**config.mk**
```make
export PLATFORM = sky130hd
export DESIGN_NAME = cla_serial_add_sched
export DESIGN_NICKNAME = d
export VERILOG_FILES = /design/src/rtl/cla_serial_add_sched.sv
export SDC_FILE = /design/constraint.sdc
export NUM_CORES = 1
export LEC_CHECK = 0
export CORE_UTILIZATION = 50
export CTS_BUF_LIST = sky130_fd_sc_hd__clkbuf_4
export DETAILED_ROUTE_END_ITERATION = 10
export PLACE_DENSITY = 0.83
export SLEW_MARGIN = 20
export SYNTH_ARGS = -nofsm -noshare
export SYNTH_HDL_FRONTEND = slang
export SYNTH_SLANG_ARGS = --single-unit
export TNS_END_PERCENT = 100
```
**constraint.sdc**
```tcl
create_clock -name clk -period 3.5 [get_ports clk]
set_clock_uncertainty 0.2 [all_clocks]
set_input_delay 1.05 -clock clk [delete_from_list [all_inputs] [get_ports clk]]
set_output_delay 1.05 -clock clk [all_outputs]
set_load 0.01 [all_outputs]
```
**src/rtl/cla_serial_add_sched.sv**
```systemverilog
// cla_serial_add_sched -- two-requester scheduler around one shared 4-bit CLA slice.
// Round-robin arbitration picks an operation, which then runs nibble-serially
// (LSB nibble first) with a registered inter-nibble carry.
//
// Ports:
//   clk, rst_n                    clock, asynchronous active-low reset
//   reqN_valid/ready/a/b/sub      request channel per requester (N = 0, 1); sub=1 -> A-B
//   rsp_valid/ready               response handshake
//   rsp_id, rsp_sum               originating requester and WIDTH-bit result
//   rsp_cout, rsp_ovf             MSB carry-out (1 = no borrow on subtract), signed overflow
//   busy                          high while an operation is running or awaiting consumption

module cl_four_bit_adder (
  input  logic [3:0] a,
  input  logic [3:0] b,
  input  logic       cin,
  output logic [3:0] s,
  output logic       cout
);
  logic [3:0] g;
  logic [3:0] p;
  logic [4:0] c;

  always_comb begin
    g    = a & b;
    p    = a ^ b;
    c[0] = cin;
    c[1] = g[0] | (p[0] & cin);
    c[2] = g[1] | (p[1] & g[0]) | (p[1] & p[0] & cin);
    c[3] = g[2] | (p[2] & g[1]) | (p[2] & p[1] & g[0]) | (p[2] & p[1] & p[0] & cin);
    c[4] = g[3] | (p[3] & g[2]) | (p[3] & p[2] & g[1]) | (p[3] & p[2] & p[1] & g[0])
         | (p[3] & p[2] & p[1] & p[0] & cin);
    s    = p ^ c[3:0];
    cout = c[4];
  end
endmodule

module cla_serial_add_sched #(
  parameter int WIDTH = 16
) (
  input  logic             clk,
  input  logic             rst_n,
  input  logic             req0_valid,
  output logic             req0_ready,
  input  logic [WIDTH-1:0] req0_a,
  input  logic [WIDTH-1:0] req0_b,
  input  logic             req0_sub,
  input  logic             req1_valid,
  output logic             req1_ready,
  input  logic [WIDTH-1:0] req1_a,
  input  logic [WIDTH-1:0] req1_b,
  input  logic             req1_sub,
  output logic             rsp_valid,
  input  logic             rsp_ready,
  output logic             rsp_id,
  output logic [WIDTH-1:0] rsp_sum,
  output logic             rsp_cout,
  output logic             rsp_ovf,
  output logic             busy
);
  localparam int NIB = WIDTH / 4;
  localparam int IW  = (NIB > 1) ? $clog2(NIB) : 1;

  typedef enum logic [1:0] {IDLE, RUN, RESP} state_t;

  state_t            state_q, state_d;
  logic [IW-1:0]     idx_q, idx_d;
  logic              carry_q, carry_d;
  logic [WIDTH-1:0]  op_a_q, op_a_d;
  logic [WIDTH-1:0]  op_b_q, op_b_d;
  logic              last_grant_q, last_grant_d;
  logic              rsp_valid_q, rsp_valid_d;
  logic [WIDTH-1:0]  rsp_sum_q, rsp_sum_d;
  logic              rsp_cout_q, rsp_cout_d;
  logic              rsp_ovf_q, rsp_ovf_d;
  logic              rsp_id_q, rsp_id_d;

  logic              grant;
  logic              accept;
  logic [3:0]        slice_a, slice_b, slice_s;
  logic              slice_cout;

  cl_four_bit_adder u_slice (
    .a    (slice_a),
    .b    (slice_b),
    .cin  (carry_q),
    .s    (slice_s),
    .cout (slice_cout)
  );

  always_comb begin
    slice_a = op_a_q[4*int'(idx_q) +: 4];
    slice_b = op_b_q[4*int'(idx_q) +: 4];
  end

  // Ready is qualified with valid so an idle requester never sees a spurious accept.
  always_comb begin
    if (req0_valid && req1_valid) grant = ~last_grant_q;
    else                          grant = req1_valid;
    req0_ready = rst_n && (state_q == IDLE) && req0_valid && !grant;
    req1_ready = rst_n && (state_q == IDLE) && req1_valid &&  grant;
    accept     = req0_ready || req1_ready;
  end

  always_comb begin
    state_d      = state_q;
    idx_d        = idx_q;
    carry_d      = carry_q;
    op_a_d       = op_a_q;
    op_b_d       = op_b_q;
    last_grant_d = last_grant_q;
    rsp_valid_d  = rsp_valid_q;
    rsp_sum_d    = rsp_sum_q;
    rsp_cout_d   = rsp_cout_q;
    rsp_ovf_d    = rsp_ovf_q;
    rsp_id_d     = rsp_id_q;
    unique case (state_q)
      IDLE: begin
        if (accept) begin
          op_a_d   = grant ? req1_a : req0_a;
          op_b_d   = grant ? (req1_sub ? ~req1_b : req1_b) : (req0_sub ? ~req0_b : req0_b);
          carry_d  = grant ? req1_sub : req0_sub;
          rsp_id_d = grant;
          idx_d    = '0;
          state_d  = RUN;
        end
      end
      RUN: begin
        rsp_sum_d[4*int'(idx_q) +: 4] = slice_s;
        carry_d = slice_cout;
        idx_d   = idx_q + IW'(1);
        if (idx_q == IW'(NIB - 1)) begin
          rsp_cout_d = slice_cout;
          rsp_ovf_d  = (op_a_q[WIDTH-1] == op_b_q[WIDTH-1]) && (slice_s[3] != op_a_q[WIDTH-1]);
          state_d    = RESP;
        end
      end
      RESP: begin
        // Result is already complete on RESP entry; rsp_valid is raised one cycle
        // later, giving the fixed accept-to-valid latency of NIB+1 edges.
        if (!rsp_valid_q) begin
          rsp_valid_d = 1'b1;
        end else if (rsp_ready) begin
          rsp_valid_d  = 1'b0;
          last_grant_d = rsp_id_q;
          state_d      = IDLE;
        end
      end
      default: state_d = IDLE;
    endcase
  end

  always_ff @(posedge clk or negedge rst_n) begin
    if (!rst_n) begin
      state_q      <= IDLE;
      idx_q        <= '0;
      carry_q      <= 1'b0;
      op_a_q       <= '0;
      op_b_q       <= '0;
      last_grant_q <= 1'b1;
      rsp_valid_q  <= 1'b0;
      rsp_sum_q    <= '0;
      rsp_cout_q   <= 1'b0;
      rsp_ovf_q    <= 1'b0;
      rsp_id_q     <= 1'b0;
    end else begin
      state_q      <= state_d;
      idx_q        <= idx_d;
      carry_q      <= carry_d;
      op_a_q       <= op_a_d;
      op_b_q       <= op_b_d;
      last_grant_q <= last_grant_d;
      rsp_valid_q  <= rsp_valid_d;
      rsp_sum_q    <= rsp_sum_d;
      rsp_cout_q   <= rsp_cout_d;
      rsp_ovf_q    <= rsp_ovf_d;
      rsp_id_q     <= rsp_id_d;
    end
  end

  always_comb begin
    rsp_valid = rsp_valid_q;
    rsp_sum   = rsp_sum_q;
    rsp_cout  = rsp_cout_q;
    rsp_ovf   = rsp_ovf_q;
    rsp_id    = rsp_id_q;
    busy      = (state_q == RUN) || (state_q == RESP);
  end
endmodule
```
==> impl_summary.txt <==
----------------------------------------------------
[Clocking]
  CTS H-tree lvls ... 3
  Setup repair bufs after CTS ... 0
  Clock root cell ... sky130_fd_sc_hd__clkbuf_4
  Number of buffers on the longest clock path ... 2
  Clock buffers created by TritonCTS ... 9
  Clock transition at the registers of the reported paths ... around 0.09 ns
  CTS tree ... built
  TritonCTS sink count ... between 50 and 60
  Clock network latency to the later pin of the worst-skew pair ... around 0.4 ns

[Detailed routing]
  Number of vias per cell ... around 5.3
  Total via count in the routed design ... 2,725
  Router iterations before antenna repair ... 7
  DRC violations left ... 8
  Post-detailed-routing wire length ... between 6000 and 7000 microns
  Final ANT Viol Nets ... 0
  Wire length per cell ... about 14 microns
  Number of DRC markers after the initial detailed-route iteration ... ~110

[Synth]
  Share of Yosys cell area claimed by the top area cell type ... 0.425
  Post-Syn Nets ... about 420
  Average cell area after synthesis ... just under 10 sq um
  Summed instance area of the synthesized netlist ... roughly 3400 sq um
  Syn. warnings ... 0
  Cells taking the most area after synthesis ... sky130_fd_sc_hd__dfrtp_1 43%, sky130_fd_sc_hd__nand2_1 5.6%, sky130_fd_sc_hd__mux2i_1 5.4%, sky130_fd_sc_hd__mux4_2 5.4%, sky130_fd_sc_hd__ha_1 5.2%
  Flip-flop cell with the highest count after synthesis ... sky130_fd_sc_hd__dfrtp_1
  Count of cell types in the netlist ... 39
  Gate count of the mapped netlist ... approximately 340
  Part of the Yosys area used for sequential elements ... 0.433
  Total of flip-flops plus latches after synthesis ... a little under 60
  Share of flip-flops with an asynchronous set or reset after synthesis ... 1.00
  Cell type with the largest total area after synthesis ... sky130_fd_sc_hd__dfrtp_1
  Number of enable flip-flop cells after synthesis ... 0

[Setup path]
  Endpoint of the lowest-slack register-to-register path ... rsp_ovf
  Slowest cell on the critical path ... sky130_fd_sc_hd__clkdlybuf4s50_1
  Classification of the worst setup path ... in2out
  Data arrival, critical path ... approximately 2.2 ns
  Largest fanout on the critical path ... 3
  Cell family with the largest share of critical-path delay ... buffers and inverters
  Type of element launching the critical path ... primary input
  Data required time at the worst endpoint ... ~2.3 ns
  Cells along the critical path ... clkdlybuf4s50_1 -> a21boi_4 -> and3_1 -> clkdlybuf4s15_1
  Number of cells on the worst reg-to-reg path ... 7
  Critical path buffers and inverters ... 2
  Setup slack of the most critical reg-to-reg path ... 0.46 ns
  CP max stage delay ... around 0.48 ns
  Worst R2R Start ... idx_q[0]
  Worst setup EP type ... output port

[Timing]
  Tcrit/Tclk final ... 0.979
  Tightest slew margin relative to the limit ... 0.518
  Setup repair after global routing missed its margin ... no
  Max Transition Viols Final ... 0
  Final setup violation count ... 0
  Crit path time final ... 3.43 ns
  Final hold violations ... 0
  Worst hold margin ... about 0.28 ns
  Maximum achievable frequency ... 0.292 GHz
  Worst-Margin Slew ... 0.723 ns

[Cells and area]
  Most frequent standard cell in the layout excluding fill and tap cells ... sky130_fd_sc_hd__clkdlybuf4s50_1
  Multi-input gate area in the final layout ... between 1500 and 2000 sq um
  Fill cell instance count of the final layout ... between 400 and 500
  Layout net count ... 517
  Share of layout cells above drive strength 1 ... 0.0917
  Antenna cell count ... 0
  Most frequent cells in the layout ... 89 x sky130_fd_sc_hd__clkdlybuf4s50_1, 57 x sky130_fd_sc_hd__dfrtp_1, 50 x sky130_fd_sc_hd__nand2_1, 35 x sky130_fd_sc_hd__o21ai_0, 24 x sky130_fd_sc_hd__nor2_1
  Syn-to-layout area delta ... 33.7%
  Area taken by flip-flops and latches ... approximately 1500 sq um

[Hold path]
  Startpoint of the tightest hold check path ... op_a_q[14]
  Path class of the lowest-slack min-delay path ... reg2reg
  End point of the worst hold path ... op_a_q[14]
  Cell depth of the worst hold path ... 2

[Pwr]
  Power density relative to cell area ... 716 nW/um^2
  Total leakage power ... slightly below 2 nW
  Total power consumption of the routed design ... between 3 and 4 mW
  Peak ir drop on the vdd network ... approximately 460 uV

[Run status]
  Violations in the final reports ... design-rule violations
  Status ... finished, violations left

[Global route]
  Number of global-route vias before repair ... roughly 2,800
  Largest net degree at the start of global routing ... 65
  Total gr overflow ... 0
  First-pass GRT wire length ... 12,200 microns
  Initial antenna violation count ... 0
  GRT Resource Usage Total ... 0.218

[Placed design]
  I/O Buffers ... between 90 and 100
  Placer congestion estimate ... approximately 0.86
  Hpwl dp ... about 5200 microns

[Floorplanning]
  Die Span X ... about 84 microns
  Die footprint ... 7040 sq um
  Initial core utilization ... 0.522
  Chip Height ... around 84 microns
  Num rows ... 29
  Ports placed on the boundary ... 94
  Area of the placeable core ... ~6400 sq um

[Run]
  Max-cap violations ... 0

----------------------------------------------------
-- layer usage --
metal	wire length [microns]	global-route usage	part of all wire
met5	0	0	0
met3	339	0.0425	0.049
met2	3450	0.378	0.50
met1	3010	0.261	0.43
met4	170	0.103	0.024
-- synthesized netlist by cell type, drive strengths merged (2+ instances only) --
library cell	number
dfrtp	57
a21oi	21
nand2	50
o21ai	39
mux4	8
clkbuf	8
o21a	2
a22o	10
inv	8
xor2	16
mux2i	18
nor4b	2
xnor2	18
ha	14
nor2	24
a21o	2
nor3	3
o31ai	2
nand3	7
buf	12
-- what timing repair did --
action,4_1_cts,5_1_grt
hold buffers,0,0
setup endpoints to repair,2,1
resized for setup,3,1
-- flip-flops by register name, indices dropped and copies added (netlist names), 2 cells and up --
name / count
op_a_q: 16
op_b_q: 16
state_q: 2
rsp_sum: 16
idx_q: 2
-- worst max path at each step --
stage	startpoint	endpoint	slack (ns)	cells past startpoint
finish	req1_valid	req1_ready	0.07	4
global route	req1_valid	req1_ready	0.02	4
CTS	req1_valid	req1_ready	0.04	4
detailed placement	req1_valid	req1_ready	-0.22	4
global placement	req1_valid	req1_ready	-0.18	4
floorplan	req1_valid	req1_ready	0.54	3
-- cells by family after synthesis --
group / share of synthesized area
AOI/OAI and AO/OA: 0.157
DFF: 0.433
xor gates and xnor gates: 0.0888
muxes: 0.111
adders and majority gates: 0.0582
buffers and inverters: 0.0373
and+or+nand+nor: 0.114
-- final cells by class --
cell class | count | area share
clock buffer | 12 | 0.0201
clock inverter | 4 | 0.00419
inverter | 8 | 0.00670
multi-input combinational | 252 | 0.400
sequential | 58 | 0.324
tap | 77 | 0.0215
timing repair buffer | 102 | 0.224
-- report_power, final --
group | internal, mW | switching (mW)
registers | 0.938 | 0.198
clock network | 0.164 | 0.236
logic | 0.805 | 0.870
-- worst reg2reg max path: stages, from the launching register on --
cell and delay, ns:
sky130_fd_sc_hd__dfrtp_1 0.71, sky130_fd_sc_hd__mux4_2 0.64, sky130_fd_sc_hd__ha_1 0.36, sky130_fd_sc_hd__a211oi_1 0.28
sky130_fd_sc_hd__o21a_1 0.20, sky130_fd_sc_hd__nor3_1 0.05, sky130_fd_sc_hd__buf_4 0.16, sky130_fd_sc_hd__a221o_1 0.32
-- per-stage QoR --
| stage | setup slack [ns] | instances | utilization | TNS [ns] | area [sq um] |
|---|---|---|---|---|---|
| detailed placement | -0.216 | 497 | 0.681 | -0.381 | 4380 |
| CTS | 0.0409 | 513 | 0.698 | 0 | 4480 |
| finish | 0.0724 | 513 | 0.698 | 0 | 4480 |
| global route | 0.0194 | 513 | 0.698 | 0 | 4480 |
| floorplan | 0.536 | 338 | - | 0 | 3350 |
| global placement | -0.177 | 497 | 0.681 | -0.269 | 4380 |
Power figures use the tool's default switching activity.
